`src/rtl/addr_gen_upd_wu.sv`:
```
// addr_gen_upd_wu: address/control sequencer for the weight-update phase.
//
// For every weight element (cell i, input j) it streams TIMESTEP reads of
// dgate[t][i] and x[t][j] so the MAC accumulates the gradient sum. A delay line
// then raises the MAC load/accumulate strobes and finally the weight write
// strobe, so the datapath can write back w - lr*grad. Loop order: t innermost,
// then j, then i.
//
// Ports:
//   clk, rst     clock, asynchronous active-high reset
//   en           start request, sampled only while idle
//   o_busy       high while reads are issued or the delay line drains
//   o_rd_valid   o_addr_d / o_addr_x / o_addr_w_rd valid this cycle
//   o_addr_d     dgate read address  = t*NUM_CELL  + i
//   o_addr_x     x/h read address    = t*NUM_INPUT + j
//   o_addr_w_rd  weight read address = i*NUM_INPUT + j (held for the element)
//   o_rst_acc    MAC load on the first timestep of an element
//   o_acc        MAC accumulate enable
//   o_wr         weight write strobe
//   o_addr_w_wr  weight write address, held between writes
//   o_done       one-cycle completion pulse
module addr_gen_upd_wu #(
    parameter int unsigned ADDR_WIDTH = 12,
    parameter int unsigned TIMESTEP   = 7,
    parameter int unsigned NUM_CELL   = 8,
    parameter int unsigned NUM_INPUT  = 53,
    parameter int unsigned DELAY      = 3
) (
    input  logic                  clk,
    input  logic                  rst,
    input  logic                  en,
    output logic                  o_busy,
    output logic                  o_rd_valid,
    output logic [ADDR_WIDTH-1:0] o_addr_d,
    output logic [ADDR_WIDTH-1:0] o_addr_x,
    output logic [ADDR_WIDTH-1:0] o_addr_w_rd,
    output logic                  o_rst_acc,
    output logic                  o_acc,
    output logic                  o_wr,
    output logic [ADDR_WIDTH-1:0] o_addr_w_wr,
    output logic                  o_done
);

    localparam int unsigned TW = (TIMESTEP > 1) ? $clog2(TIMESTEP) : 1;
    localparam int unsigned IW = (NUM_CELL > 1) ? $clog2(NUM_CELL) : 1;
    localparam int unsigned JW = (NUM_INPUT > 1) ? $clog2(NUM_INPUT) : 1;
    localparam int unsigned FW = $clog2(DELAY + 1);

    localparam logic [TW-1:0] TLast = TW'(TIMESTEP - 1);
    localparam logic [IW-1:0] ILast = IW'(NUM_CELL - 1);
    localparam logic [JW-1:0] JLast = JW'(NUM_INPUT - 1);
    localparam logic [FW-1:0] FLast = FW'(DELAY);

    localparam logic [ADDR_WIDTH-1:0] DStep = ADDR_WIDTH'(NUM_CELL);
    localparam logic [ADDR_WIDTH-1:0] XStep = ADDR_WIDTH'(NUM_INPUT);
    localparam logic [ADDR_WIDTH-1:0] One   = ADDR_WIDTH'(1);

    typedef enum logic [1:0] {StIdle, StRun, StFlush, StDone} state_e;

    state_e                  state_q;
    logic [TW-1:0]           t_q;
    logic [IW-1:0]           i_q;
    logic [JW-1:0]           j_q;
    logic [FW-1:0]           flush_q;
    logic                    busy_q;
    logic                    rd_valid_q;
    logic [ADDR_WIDTH-1:0]   addr_d_q;
    logic [ADDR_WIDTH-1:0]   addr_x_q;
    logic [ADDR_WIDTH-1:0]   addr_w_rd_q;
    logic                    wr_q;
    logic [ADDR_WIDTH-1:0]   addr_w_wr_q;
    logic                    done_q;

    // Delay line stages 0..DELAY-1; the write strobe/address form stage DELAY.
    logic [DELAY-1:0]        stg_v_q;
    logic [DELAY-1:0]        stg_f_q;
    logic [DELAY-1:0]        stg_l_q;
    logic [ADDR_WIDTH-1:0]   stg_a_q [DELAY];

    logic t_first;
    logic t_last;
    logic j_last;
    logic i_last;
    logic stg_wr;

    assign t_first = (t_q == '0);
    assign t_last  = (t_q == TLast);
    assign j_last  = (j_q == JLast);
    assign i_last  = (i_q == ILast);
    assign stg_wr  = stg_v_q[DELAY-1] & stg_l_q[DELAY-1];

    always_ff @(posedge clk or posedge rst) begin
        if (rst) begin
            state_q     <= StIdle;
            t_q         <= '0;
            i_q         <= '0;
            j_q         <= '0;
            flush_q     <= '0;
            busy_q      <= 1'b0;
            rd_valid_q  <= 1'b0;
            addr_d_q    <= '0;
            addr_x_q    <= '0;
            addr_w_rd_q <= '0;
            wr_q        <= 1'b0;
            addr_w_wr_q <= '0;
            done_q      <= 1'b0;
            stg_v_q     <= '0;
            stg_f_q     <= '0;
            stg_l_q     <= '0;
            for (int k = 0; k < DELAY; k++) begin
                stg_a_q[k] <= '0;
            end
        end else begin
            // Delay line: the read presented this cycle enters stage 0.
            stg_v_q[0] <= rd_valid_q;
            stg_f_q[0] <= rd_valid_q & t_first;
            stg_l_q[0] <= rd_valid_q & t_last;
            stg_a_q[0] <= addr_w_rd_q;
            for (int k = DELAY - 1; k > 0; k--) begin
                stg_v_q[k] <= stg_v_q[k-1];
                stg_f_q[k] <= stg_f_q[k-1];
                stg_l_q[k] <= stg_l_q[k-1];
                stg_a_q[k] <= stg_a_q[k-1];
            end
            wr_q <= stg_wr;
            if (stg_wr) begin
                addr_w_wr_q <= stg_a_q[DELAY-1];
            end

            unique case (state_q)
                StIdle: begin
                    if (en) begin
                        state_q     <= StRun;
                        busy_q      <= 1'b1;
                        rd_valid_q  <= 1'b1;
                        t_q         <= '0;
                        i_q         <= '0;
                        j_q         <= '0;
                        addr_d_q    <= '0;
                        addr_x_q    <= '0;
                        addr_w_rd_q <= '0;
                    end
                end
                StRun: begin
                    if (t_last && j_last && i_last) begin
                        state_q    <= StFlush;
                        rd_valid_q <= 1'b0;
                        flush_q    <= '0;
                    end else if (t_last) begin
                        // New element: bases restart at t=0, weight address steps by one.
                        t_q         <= '0;
                        addr_w_rd_q <= addr_w_rd_q + One;
                        if (j_last) begin
                            j_q      <= '0;
                            i_q      <= i_q + IW'(1);
                            addr_d_q <= ADDR_WIDTH'(i_q) + One;
                            addr_x_q <= '0;
                        end else begin
                            j_q      <= j_q + JW'(1);
                            addr_d_q <= ADDR_WIDTH'(i_q);
                            addr_x_q <= ADDR_WIDTH'(j_q) + One;
                        end
                    end else begin
                        t_q      <= t_q + TW'(1);
                        addr_d_q <= addr_d_q + DStep;
                        addr_x_q <= addr_x_q + XStep;
                    end
                end
                StFlush: begin
                    // Drain DELAY+1 cycles so the final write leaves the delay line.
                    if (flush_q == FLast) begin
                        state_q <= StDone;
                        busy_q  <= 1'b0;
                        done_q  <= 1'b1;
                    end else begin
                        flush_q <= flush_q + FW'(1);
                    end
                end
                StDone: begin
                    state_q <= StIdle;
                    done_q  <= 1'b0;
                end
                default: state_q <= StIdle;
            endcase
        end
    end

    assign o_busy      = busy_q;
    assign o_rd_valid  = rd_valid_q;
    assign o_addr_d    = addr_d_q;
    assign o_addr_x    = addr_x_q;
    assign o_addr_w_rd = addr_w_rd_q;
    assign o_rst_acc   = stg_f_q[DELAY-1];
    assign o_acc       = stg_v_q[DELAY-1];
    assign o_wr        = wr_q;
    assign o_addr_w_wr = addr_w_wr_q;
    assign o_done      = done_q;

endmodule

```
`config.mk`:
```
export PLATFORM = sky130hd
export DESIGN_NAME = addr_gen_upd_wu
export DESIGN_NICKNAME = d
export VERILOG_FILES = /design/src/rtl/addr_gen_upd_wu.sv
export SDC_FILE = /design/constraint.sdc
export NUM_CORES = 1
export LEC_CHECK = 0
export CORE_ASPECT_RATIO = 1.5
export CORE_MARGIN = 2
export CORE_UTILIZATION = 30
export DETAILED_ROUTE_END_ITERATION = 8
export PLACE_DENSITY = 0.54
export SLEW_MARGIN = 20
export SYNTH_ARGS = -nofsm -noshare
export SYNTH_HDL_FRONTEND = slang
export SYNTH_SLANG_ARGS = --single-unit
```
`constraint.sdc`:
```
create_clock -name clk -period 11.2 [get_ports clk]
set_input_delay 2.8 -clock clk [delete_from_list [all_inputs] [get_ports clk]]
set_output_delay 2.8 -clock clk [all_outputs]
set_load 0.005 [all_outputs]
```
# == Word level (Yosys, flattened, before mapping) ==
# Index checks and enable logic that the tools add are counted.
# totals
elab_cells,100
output_inout_bits,54
input_bits,3
ff_bits,113
# op_classes
n_bitwise,3
n_mux,39
reduce_logical,16
eq_ne,14
n_addsub,9
# ops
cell,n
$mux W12,7
$pmux W12 S2,3
$mux W6,4
$mux W3,6
$reduce_and A3 Y1,5
$ne A2 B2 Y1 const B,7
$add A12 B1 Y12 const B,1
$add A12 B4 Y12 const B,1
$add A12 B6 Y12 const B,1
$pmux W3 S2,2
$pmux W6 S2,1
$mux W2,5
$pmux W2 S4,1
$reduce_bool A2 Y1,4
$add A6 B1 Y7 const B,1
$mux W7,1
$add A3 B1 Y3 const B,2
$add A6 B1 Y6 const B,1
$eq A2 B2 Y1 const B,3
$eq A3 B3 Y1 const B,2
$eq A6 B6 Y1 const B,1
$pmux W1 S2,3
$reduce_and A5 Y1,1
$add A3 B1 Y4 const B,1
11 further kinds,17

# == Logic depth before layout (Yosys ltp) ==
# Gate-level depths: netlist (run 1).
# depth
depth_word,5
ltp_mapped,9
ltp_nobuf,7

# == Worst setup path after synthesis (run 1) ==
# Ideal clock, no wire load.
# synth_timing
path_kind,input to register
from,input port en
to,register addr_d_q[5] (netlist: o_addr_d[5])
t_required_ps,11079
stages,5
setup_slack_ps,7265
n_path_buf,2
t_arrival_ps,3814
setup_ps,121
path_cell_list,mux2i_1 clkbuf_1 a21oi_1 buf_2 nor2_1
# synth_between
elab_chain_len,2
# synth_rtl
element,line_no,rtl
"start, declared",31,"input logic en,"
$ne A2 B2 Y1 (no source line),n/a,
$reduce_and A3 Y1 (no source line),n/a,
"end signal, assigned",156,addr_d_q <= ADDR_WIDTH'(i_q) + One;
"end signal, assigned",160,addr_d_q <= ADDR_WIDTH'(i_q);
"end signal, assigned",165,addr_d_q <= addr_d_q + DStep;
"end, declared",67,logic [ADDR_WIDTH-1:0] addr_d_q;
# Every way passes these cells.
# A chain may end at the register's enable or synchronous reset.

# == Final worst setup path (run 1) ==
# layout_timing
from,input port en
to,register addr_d_q[10] (netlist: o_addr_d[10])
# Same word-level chain as after synthesis.

==> results.sh, run 1 <==
export IMPL_status="complete, no violations"
export IMPL_areaGrowthSynthToFinish_pct=27.91
export IMPL_diodes=0
export IMPL_vdd_drop_max_mv=0.1086
export IMPL_ios=57
export IMPL_yosys_most_used_dff="dfrtp_1"
export IMPL_worst_setup_path_end_kind="flop"
export IMPL_synth_simple_area_share_pct=14.07
export IMPL_dp_cells=675
export IMPL_synth_cells=433
export IMPL_cts_tree="built"
export IMPL_p_sw_w=0.0004873
export IMPL_vias=3541
export IMPL_startpoint_type="input port"
export IMPL_grt_max_degree=76
export IMPL_p_leak_nw=2.743
export IMPL_initial_core_util_pct=30.71
export IMPL_pwr_share_seq_pct=37.6
export IMPL_drv_slew=0
export IMPL_fin_crit_ns=4.936
export IMPL_period_share_pct=44.07
export IMPL_cts_sinks=113
export IMPL_via_per_inst=5.008
export IMPL_yosys_warnings=0
export IMPL_nNetsFinal=507
export IMPL_synth_nets=449
export IMPL_final_cell_mix="dfrtp_1, clkdlybuf4s50_1, nand2_1, o21ai_0, nand3_1"
export IMPL_syn_area_per_cell_um2=11.13
export IMPL_cts_hold_buf=0
export IMPL_combPwrFrac_pct=25.5
export IMPL_path_class="input port to flop"
export IMPL_synth_edf_count=0
export IMPL_syn_area_um2=4820
export IMPL_internal_power_w=0.001003
export IMPL_grt_pass1_vias=3579
export IMPL_routed_wl_um=10710
export IMPL_die_y_um=159.2
export IMPL_wl_per_cell_um=15.15
export IMPL_synthXorXnorAreaFrac_pct=2.362
export IMPL_clk_pin_slew_ns=0.06
export IMPL_whs_endpoint="stg_a_q[20]"
export IMPL_ys_seq_area_share_pct=58.67
export IMPL_powerDensity_nw_per_um2=241.8
export IMPL_dpl_hpwl_um=7304
export IMPL_ant_nets=0
export IMPL_r2r_start="state_q[1]"
export IMPL_max_clock_freq_mhz=202.6
export IMPL_final_setup_viol_count=0
export IMPL_cap_violations=0
export IMPL_worstReg2RegEnd="o_addr_d[10]"
export IMPL_dieArea_um2=17120
export IMPL_critPathArrivalTime_ns=5.26
export IMPL_min_from="stg_a_q[32]"
export IMPL_p_sw_share_pct=32.69
export IMPL_synthMuxAreaShare_pct=4.543
export IMPL_grt_overflow_total=0
export IMPL_synth_seq_cells=113
export IMPL_pwr_share_clk_pct=36.9
export IMPL_cp_required_ns=11.53
export IMPL_htreeDepth=4
export IMPL_rows=56
export IMPL_crit_buf_inv=2
export IMPL_reg2reg_slack_ns=8.22
export IMPL_hold_path_class="flop to flop"
export IMPL_drt_initial_drc_count=141
export IMPL_synth_distinct_cells=51
export IMPL_async_reset_ff_share_pct=100.0
export IMPL_clk_path_buf_depth=2
export IMPL_dieWidth_um=107.5
export IMPL_crit_cells=7
export IMPL_first_pass_iters=4
export IMPL_cp_slowest_stage_delay_ns=0.68
export IMPL_gr_usage_all_layers_pct=13.25
export IMPL_ff2ff_path_depth=9
export IMPL_core_area_um2=15700
export IMPL_rsz0062_at_grt="false"
export IMPL_min_delay_path_depth=0
export IMPL_slew_headroom_pct=36.39
export IMPL_gp_congestion=0.8245
export IMPL_io_buffers=56
export IMPL_fillerInstances=1580
export IMPL_synthAdderAreaFrac_pct=3.375
export IMPL_clkLatencyLatePin_ns=0.41
export IMPL_worst_pin_slew_ns=0.9500
export IMPL_synth_compound_area_share_pct=13.60
export IMPL_tns_ns=0
export IMPL_antenna_found_initial=0
export IMPL_cp_slowest_cell="a31oi_1"
export IMPL_root_buffer="clkbuf_16"
export IMPL_cts_made_buffers=17
export IMPL_mostFrequentLayoutCell="dfrtp_1"
export IMPL_finalNonFillerCells=707
export IMPL_finalClockSkew_ns=0.01145
export IMPL_cp_cell_sequence="clkdlybuf4s50_1 > mux2i_1 > buf_4 > a31oi_1 > nand4_1 > or3_1 > a21oi_1"
export IMPL_grt_pass1_wl_um=17900
export IMPL_drc=0
export IMPL_worst_path_max_fanout=12
export IMPL_drive_gt1_share_pct=11.11
export IMPL_hold_violations=0
export IMPL_post_cts_buffers=0
export IMPL_cts_resized=0
export IMPL_synth_top_family_by_area="simple AND/OR/NAND/NOR gates"
export IMPL_cp_top_family="compound AO/OA/AOI/OAI gates"
## power groups by stage
stage | Combinational (W) | Clock [W] | Sequential [W]
2_1_floorplan | 0.000253 | 0 | 0.000536
3_3_place_gp | 0.000377 | 0 | 0.000563
3_5_place_dp | 0.000385 | 0 | 0.000568
4_1_cts | 0.000387 | 0.000565 | 0.000561
5_1_grt | 0.000423 | 0.000583 | 0.000573
6_report | 0.000381 | 0.000549 | 0.000560
## worst max path at each step
stage / from / to / slack, ns
2_1_floorplan: rst / flush_q[0] / 5.41
6_report: en / o_addr_d[10] / 6.26
3_3_place_gp: en / o_addr_d[10] / 5.91
4_1_cts: en / o_addr_d[8] / 6.27
3_5_place_dp: en / o_addr_d[8] / 5.84
5_1_grt: en / o_addr_d[8] / 6.04
## sequential cells by signal, indices dropped and copies added, names as in the netlist
| register | count |
|---|---|
| flush_q | 2 |
| i_q | 3 |
| j_q | 6 |
| o_addr_d | 12 |
| o_addr_w_rd | 12 |
| o_addr_w_wr | 12 |
| o_addr_x | 12 |
| o_busy | 1 |
| o_done | 1 |
| o_rd_valid | 1 |
| o_wr | 1 |
| state_q | 2 |
| stg_a_q | 36 |
| stg_f_q | 3 |
| stg_l_q | 3 |
| stg_v_q | 3 |
| t_q | 3 |
## cell usage after synthesis, drive strengths merged, types with 2 or more instances
cell	number	area, um^2
a31oi	9	56.30
o31ai	4	35.03
clkbuf	8	30.03
inv	14	52.55
nand2	46	172.7
buf	12	76.32
and2	4	25.02
a21oi	19	98.85
or4	2	15.01
nor4	3	18.77
a211o	2	17.52
nand4	13	81.33
a21o	2	15.01
mux2i	5	50.05
and3b	2	17.52
o211ai	3	22.52
a32o	2	20.02
nor2	22	82.58
dfrtp	113	2828
xor2	11	96.34
a22o	9	78.83
xnor2	2	17.52
o22ai	3	18.77
o21ai	39	195.2
o311ai	2	17.52
and3	4	25.02
mux2	15	168.9
nand2b	3	18.77
ha	13	162.7
nand3	24	120.1
nor2b	2	12.51
nor3	4	20.02
or3	3	18.77
## routing by layer
metal  share of wire (%)  vias up  wire length (um)  global-route usage, %
li1                    -     1678                 -                      -
met1                  44     1760              4666                  16.11
met2                  51       81              5464                  21.33
met3                 3.1       22               331                  3.643
met4                 2.4        0               252                  6.702
met5                   0        -                 0                      0
## metrics by stage
step	util (%)	hold slack [ns]	total power [W]	worst slack, ns	instance area, um^2
2_1_floorplan	-	0.3312	0.0007887	5.413	4820
3_3_place_gp	35.40	0.3319	0.0009403	5.905	5557
3_5_place_dp	35.40	0.3347	0.0009526	5.844	5557
4_1_cts	39.28	0.3442	0.001513	6.275	6165
5_1_grt	39.28	0.3505	0.001579	6.040	6165
6_report	39.28	0.3433	0.001491	6.264	6165
## cells by family (layout without fill, tap and decap cells)
family / count (synthesis) / in the layout
multiplexers: 20 / 20
AO/OA/AOI/OAI: 102 / 102
XOR/XNOR: 13 / 13
buffers and inverters: 35 / 106
flip-flops: 113 / 113
adder cells (fa/ha/maj): 13 / 13
AND/OR/NAND/NOR: 137 / 137
## cell type report
| class | count | area, um^2 | area share (%) |
|---|---|---|---|
| clock buffers | 18 | 429.2 | 6.962 |
| clock inverters | 14 | 178.9 | 2.902 |
| inverters | 15 | 58.81 | 0.9539 |
| multi-input cells | 285 | 1833 | 29.73 |
| flip-flops and latches | 113 | 2828 | 45.87 |
| well taps | 203 | 254.0 | 4.120 |
| repair buffers | 59 | 583.1 | 9.458 |
Note: power is estimated with default switching activity, not from simulation.
==> run 2: changes to the inputs <==
==> constraint.sdc (replaced) <==
create_clock -name clk -period 4.65 [get_ports clk]
set_input_delay 1.1625 -clock clk [delete_from_list [all_inputs] [get_ports clk]]
set_output_delay 1.1625 -clock clk [all_outputs]
set_load 0.005 [all_outputs]
==> results.sh, run 2 (synthesis gave the netlist of run 1 again) <==
export IMPL_finalClockSkew_ns=0.01467
export IMPL_gp_congestion=0.8885
export IMPL_cp_slowest_stage_delay_ns=0.57
export IMPL_slew_headroom_pct=35.89
export IMPL_pwr_share_seq_pct=38.4
export IMPL_root_buffer="clkbuf_16"
export IMPL_rows=56
export IMPL_grt_pass1_vias=3603
export IMPL_crit_cells=7
export IMPL_max_clock_freq_mhz=349.9
export IMPL_post_cts_buffers=0
export IMPL_wl_per_cell_um=14.99
export IMPL_grt_overflow_total=0
export IMPL_nNetsFinal=510
export IMPL_dp_cells=678
export IMPL_cp_top_family="buffers and inverters"
export IMPL_tns_ns=0
export IMPL_ios=57
export IMPL_grt_pass1_wl_um=18190
export IMPL_first_pass_iters=4
export IMPL_final_area_um2=6138
export IMPL_mostFrequentLayoutCell="dfrtp_1"
export IMPL_grt_max_degree=64
export IMPL_cp_slowest_cell="clkdlybuf4s50_1"
export IMPL_reg2reg_slack_ns=2.06
export IMPL_cts_sinks=113
export IMPL_crit_buf_inv=2
export IMPL_core_area_um2=15700
export IMPL_status="complete, no violations"
export IMPL_die_y_um=159.2
export IMPL_p_sw_share_pct=32.31
export IMPL_worstReg2RegEnd="o_addr_x[4]"
export IMPL_dieArea_um2=17120
export IMPL_drt_initial_drc_count=191
export IMPL_worst_path_max_fanout=18
export IMPL_p_sw_w=0.001134
export IMPL_p_leak_nw=2.743
export IMPL_period_share_pct=61.47
export IMPL_areaGrowthSynthToFinish_pct=27.36
export IMPL_vias=3599
export IMPL_cp_cell_sequence="clkdlybuf4s50_1 > mux2i_1 > buf_4 > a211oi_4 > a21oi_2 > or4_1 > nand3_1"
export IMPL_clkLatencyLatePin_ns=0.41
export IMPL_internal_power_w=0.002376
export IMPL_powerDensity_nw_per_um2=571.8
export IMPL_cts_resized=0
export IMPL_clk_pin_slew_ns=0.05
export IMPL_placed_area_um2=5575
export IMPL_antenna_found_initial=0
export IMPL_drive_gt1_share_pct=10.87
export IMPL_worst_pin_slew_ns=0.9575
export IMPL_initial_core_util_pct=30.71
export IMPL_utilization_pct=39.11
export IMPL_cts_hold_buf=0
export IMPL_diodes=0
export IMPL_multiInputGateArea_um2=1829
export IMPL_rsz0062_at_grt="false"
export IMPL_combPwrFrac_pct=26.6
export IMPL_gr_usage_all_layers_pct=13.37
export IMPL_dpl_hpwl_um=7251
export IMPL_cts_made_buffers=17
export IMPL_fillerInstances=1562
export IMPL_htreeDepth=4
export IMPL_ant_nets=0
export IMPL_min_from="stg_a_q[29]"
export IMPL_finalNonFillerCells=709
export IMPL_dieWidth_um=107.5
export IMPL_final_cell_mix="dfrtp_1, clkdlybuf4s50_1, nand2_1, o21ai_0, nand3_1"
export IMPL_io_buffers=56
export IMPL_startpoint_type="input port"
export IMPL_fin_crit_ns=2.858
export IMPL_drv_slew=0
export IMPL_routed_wl_um=10630
export IMPL_ff_latch_area_um2=2828
export IMPL_hold_violations=0
export IMPL_r2r_start="i_q[0]"
export IMPL_cap_violations=0
export IMPL_ff2ff_path_depth=7
export IMPL_hold_path_class="flop to flop"
export IMPL_vdd_drop_max_mv=0.2348
export IMPL_via_per_inst=5.076
export IMPL_cp_required_ns=4.98
export IMPL_worst_setup_path_end_kind="flop"
export IMPL_clk_path_buf_depth=2
export IMPL_critPathArrivalTime_ns=3.19
export IMPL_largest_reg_flops=36
export IMPL_drc=0
export IMPL_crit_end="o_addr_w_rd[3]"
export IMPL_final_setup_viol_count=0
export IMPL_cts_tree="built"
export IMPL_pwr_share_clk_pct=35.0
export IMPL_crit_start="en"
export IMPL_path_class="input port to flop"
export IMPL_top_register="stg_a_q"
[run 2: cell count changes in the layout (fill, tap and decap cells not counted), sizes merged]
| cell | before | now |
|---|---|---|
| clkinvlp | 3 | 2 |
| clkbuf | 18 | 21 |
| buf | 3 | 6 |
| bufinv | 3 | 2 |
| inv | 18 | 14 |
| clkinv | 5 | 7 |
[run 2: layer usage]
metal | GRT usage, % | vias to the layer above | share of wire, %
met4 | 6.410 | 0 | 2.9
met2 | 21.90 | 89 | 51
met1 | 16.24 | 1805 | 43
met3 | 3.438 | 23 | 3.8
met5 | 0 | - | 0
li1 | - | 1682 | -
[run 2: worst register-to-register path, delay by kind of cell, from the launching register on]
kind / cells / cell delay, ns
fa+ha+maj: 2 / 0.40
flops: 1 / 0.45
compound gates: 3 / 0.93
simple gates: 2 / 0.73
[run 2: per-stage QoR]
| step | setup slack, ns | power [W] | hold WS (ns) |
|---|---|---|---|
| 4_1_cts | 1.788 | 0.003556 | 0.3437 |
| 3_3_place_gp | 1.437 | 0.002280 | 0.3317 |
| 6_report | 1.792 | 0.003510 | 0.3418 |
| 3_5_place_dp | 1.378 | 0.002299 | 0.3347 |
| 5_1_grt | 1.671 | 0.003733 | 0.3476 |
| 2_1_floorplan | 0.5001 | 0.001900 | 0.3312 |
[run 2: final cells by class]
class,instances,area share (%)
flip-flops and latches,113,46.07
multi-input cells,285,29.80
repair buffers,62,9.865
clock buffers,21,7.338
well taps,203,4.138
clock inverters,10,1.834
inverters,15,0.9580
[run 2: power groups by stage]
stage                     sequential, W  combinational [W]  clock (W)
final                           0.00135           0.000934    0.00123
after global routing            0.00138            0.00104    0.00131
after global placement          0.00136           0.000923          0
after floorplan                 0.00129           0.000609          0
after CTS                       0.00135           0.000945    0.00126
after detailed placement        0.00136           0.000938          0
[run 2: how the worst min path moves through the flow]
| stage | endpoint | slack [ns] | cells after the start |
|---|---|---|---|
| 5_1_grt | stg_a_q[18] | 0.35 | 0 |
| 4_1_cts | stg_a_q[17] | 0.34 | 0 |
| 3_3_place_gp | stg_a_q[11] | 0.33 | 0 |
| 3_5_place_dp | stg_a_q[10] | 0.33 | 0 |
| 2_1_floorplan | stg_a_q[0] | 0.33 | 0 |
| 6_report | stg_a_q[17] | 0.34 | 0 |
==> run 3: changes to the inputs <==
==> constraint.sdc (replaced) <==
create_clock -name clk -period 2.9 [get_ports clk]
set_input_delay 0.725 -clock clk [delete_from_list [all_inputs] [get_ports clk]]
set_output_delay 0.725 -clock clk [all_outputs]
set_load 0.005 [all_outputs]
==> results.sh, run 3 (synthesis gave the netlist of run 1 again) <==
export IMPL_slew_headroom_pct=61.25
export IMPL_dpl_hpwl_um=7428
export IMPL_vias=3576
export IMPL_drt_initial_drc_count=187
export IMPL_grt_max_degree=114
export IMPL_top_register="stg_a_q"
export IMPL_dieArea_um2=17120
export IMPL_finalClockSkew_ns=0.009881
export IMPL_period_share_pct=80.46
export IMPL_ff2ff_path_depth=7
export IMPL_initial_core_util_pct=30.71
export IMPL_cts_sinks=113
export IMPL_wl_per_cell_um=15.11
export IMPL_root_buffer="clkbuf_16"
export IMPL_first_pass_iters=4
export IMPL_diodes=0
export IMPL_worstReg2RegEnd="state_q[1]"
export IMPL_path_class="flop to flop"
export IMPL_p_leak_nw=2.801
export IMPL_htreeDepth=4
export IMPL_clk_path_buf_depth=2
export IMPL_routed_wl_um=10870
export IMPL_tns_ns=0
export IMPL_cts_tree="built"
export IMPL_fin_ws_ns=0.5667
export IMPL_clkLatencyLatePin_ns=0.40
export IMPL_ios=57
export IMPL_critPathArrivalTime_ns=2.62
export IMPL_r2r_start="j_q[0]"
export IMPL_worst_setup_path_end_kind="flop"
export IMPL_io_buffers=56
export IMPL_grt_overflow_total=0
export IMPL_startpoint_type="flop"
export IMPL_cts_made_buffers=17
export IMPL_cts_resized=0
export IMPL_min_from="stg_a_q[15]"
export IMPL_vdd_drop_max_mv=0.3679
export IMPL_p_total_w=0.005791
export IMPL_worst_path_max_fanout=7
export IMPL_worst_pin_slew_ns=0.5651
export IMPL_cap_violations=0
export IMPL_areaGrowthSynthToFinish_pct=30.01
export IMPL_holdWs_ns=0.3440
export IMPL_antenna_found_initial=0
export IMPL_multiInputGateArea_um2=1829
export IMPL_whs_endpoint="stg_a_q[3]"
export IMPL_gp_congestion=0.8065
export IMPL_max_clock_freq_mhz=428.6
export IMPL_clk_pin_slew_ns=0.06
export IMPL_final_cell_mix="dfrtp_1, clkdlybuf4s50_1, nand2_1, o21ai_0, nand3_1"
export IMPL_final_setup_viol_count=0
export IMPL_grt_pass1_wl_um=18370
export IMPL_grt_pass1_vias=3649
export IMPL_post_cts_buffers=0
export IMPL_via_per_inst=4.974
export IMPL_rows=56
export IMPL_gr_usage_all_layers_pct=13.53
export IMPL_hold_path_class="flop to flop"
export IMPL_status="complete, no violations"
export IMPL_cp_required_ns=3.19
export IMPL_ff_latch_area_um2=2828
export IMPL_hold_violations=0
export IMPL_fillerInstances=1568
export IMPL_pre_cts_ws_ns=0.1988
export IMPL_ant_nets=0
export IMPL_rsz0062_at_grt="false"
export IMPL_reg2reg_slack_ns=0.57
export IMPL_nNetsFinal=519
export IMPL_mostFrequentLayoutCell="dfrtp_1"
export IMPL_min_delay_path_depth=0
export IMPL_powerDensity_nw_per_um2=924.2
export IMPL_die_y_um=159.2
export IMPL_dieWidth_um=107.5
export IMPL_drive_gt1_share_pct=13.18
export IMPL_drc=0
export IMPL_core_area_um2=15700
export IMPL_drv_slew=0
export IMPL_largest_reg_flops=36
export IMPL_cts_hold_buf=0
export IMPL_fin_crit_ns=2.333
## run 3: worst max-delay path by stage
stage                     from         endpoint  slack (ns)  cells past startpoint
floorplan                  rst       flush_q[0]        0.80                      1
global placement            en      o_addr_d[8]        0.28                      6
detailed placement          en     o_addr_d[10]        0.20                      6
CTS                 state_q[1]     o_addr_d[10]        0.59                      7
global route        state_q[0]  o_addr_w_rd[11]        0.42                      8
finish                  j_q[0]       state_q[1]        0.57                      7
## run 3: routing by layer
layer / wire (um) / share of wire (%) / GRT usage (%) / vias to the layer above
li1: - / - / - / 1698
met1: 4589 / 42 / 16.57 / 1774
met2: 5679 / 52 / 22.67 / 92
met3: 457 / 4.2 / 4.093 / 12
met4: 139 / 1.3 / 4.254 / 0
met5: 0 / 0 / 0 / -
## run 3: layout make-up
class | count | area share, %
Sequential cell | 113 | 45.13
Multi-Input combinational cell | 285 | 29.19
Timing Repair Buffer | 71 | 11.14
Clock buffer | 18 | 7.009
Tap cell | 203 | 4.054
Clock inverter | 14 | 2.516
Inverter | 15 | 0.9585
## run 3: report_power, final
part	internal, W	leakage (nW)	switching [W]
logic	0.000750	0.993	0.000854
registers	0.00186	1.53	0.000285
clock network	0.00130	0.283	0.000742
## run 3: worst max-delay path: stages, from the launching register on
cell and delay (ns):
dfrtp_1 0.43, inv_1 0.12, ha_1 0.25, nand4_1 0.27, o31ai_1 0.44, nand2_1 0.12, a21oi_1 0.22, mux2_2 0.36
## run 3: per-stage QoR
stage / cell area (um^2) / utilization, % / instances
finish: 6266 / 39.92 / 719
global route: 6266 / 39.92 / 719
floorplan: 4823 / - / 433
global placement: 5669 / 36.12 / 687
detailed placement: 5669 / 36.12 / 687
CTS: 6266 / 39.92 / 719
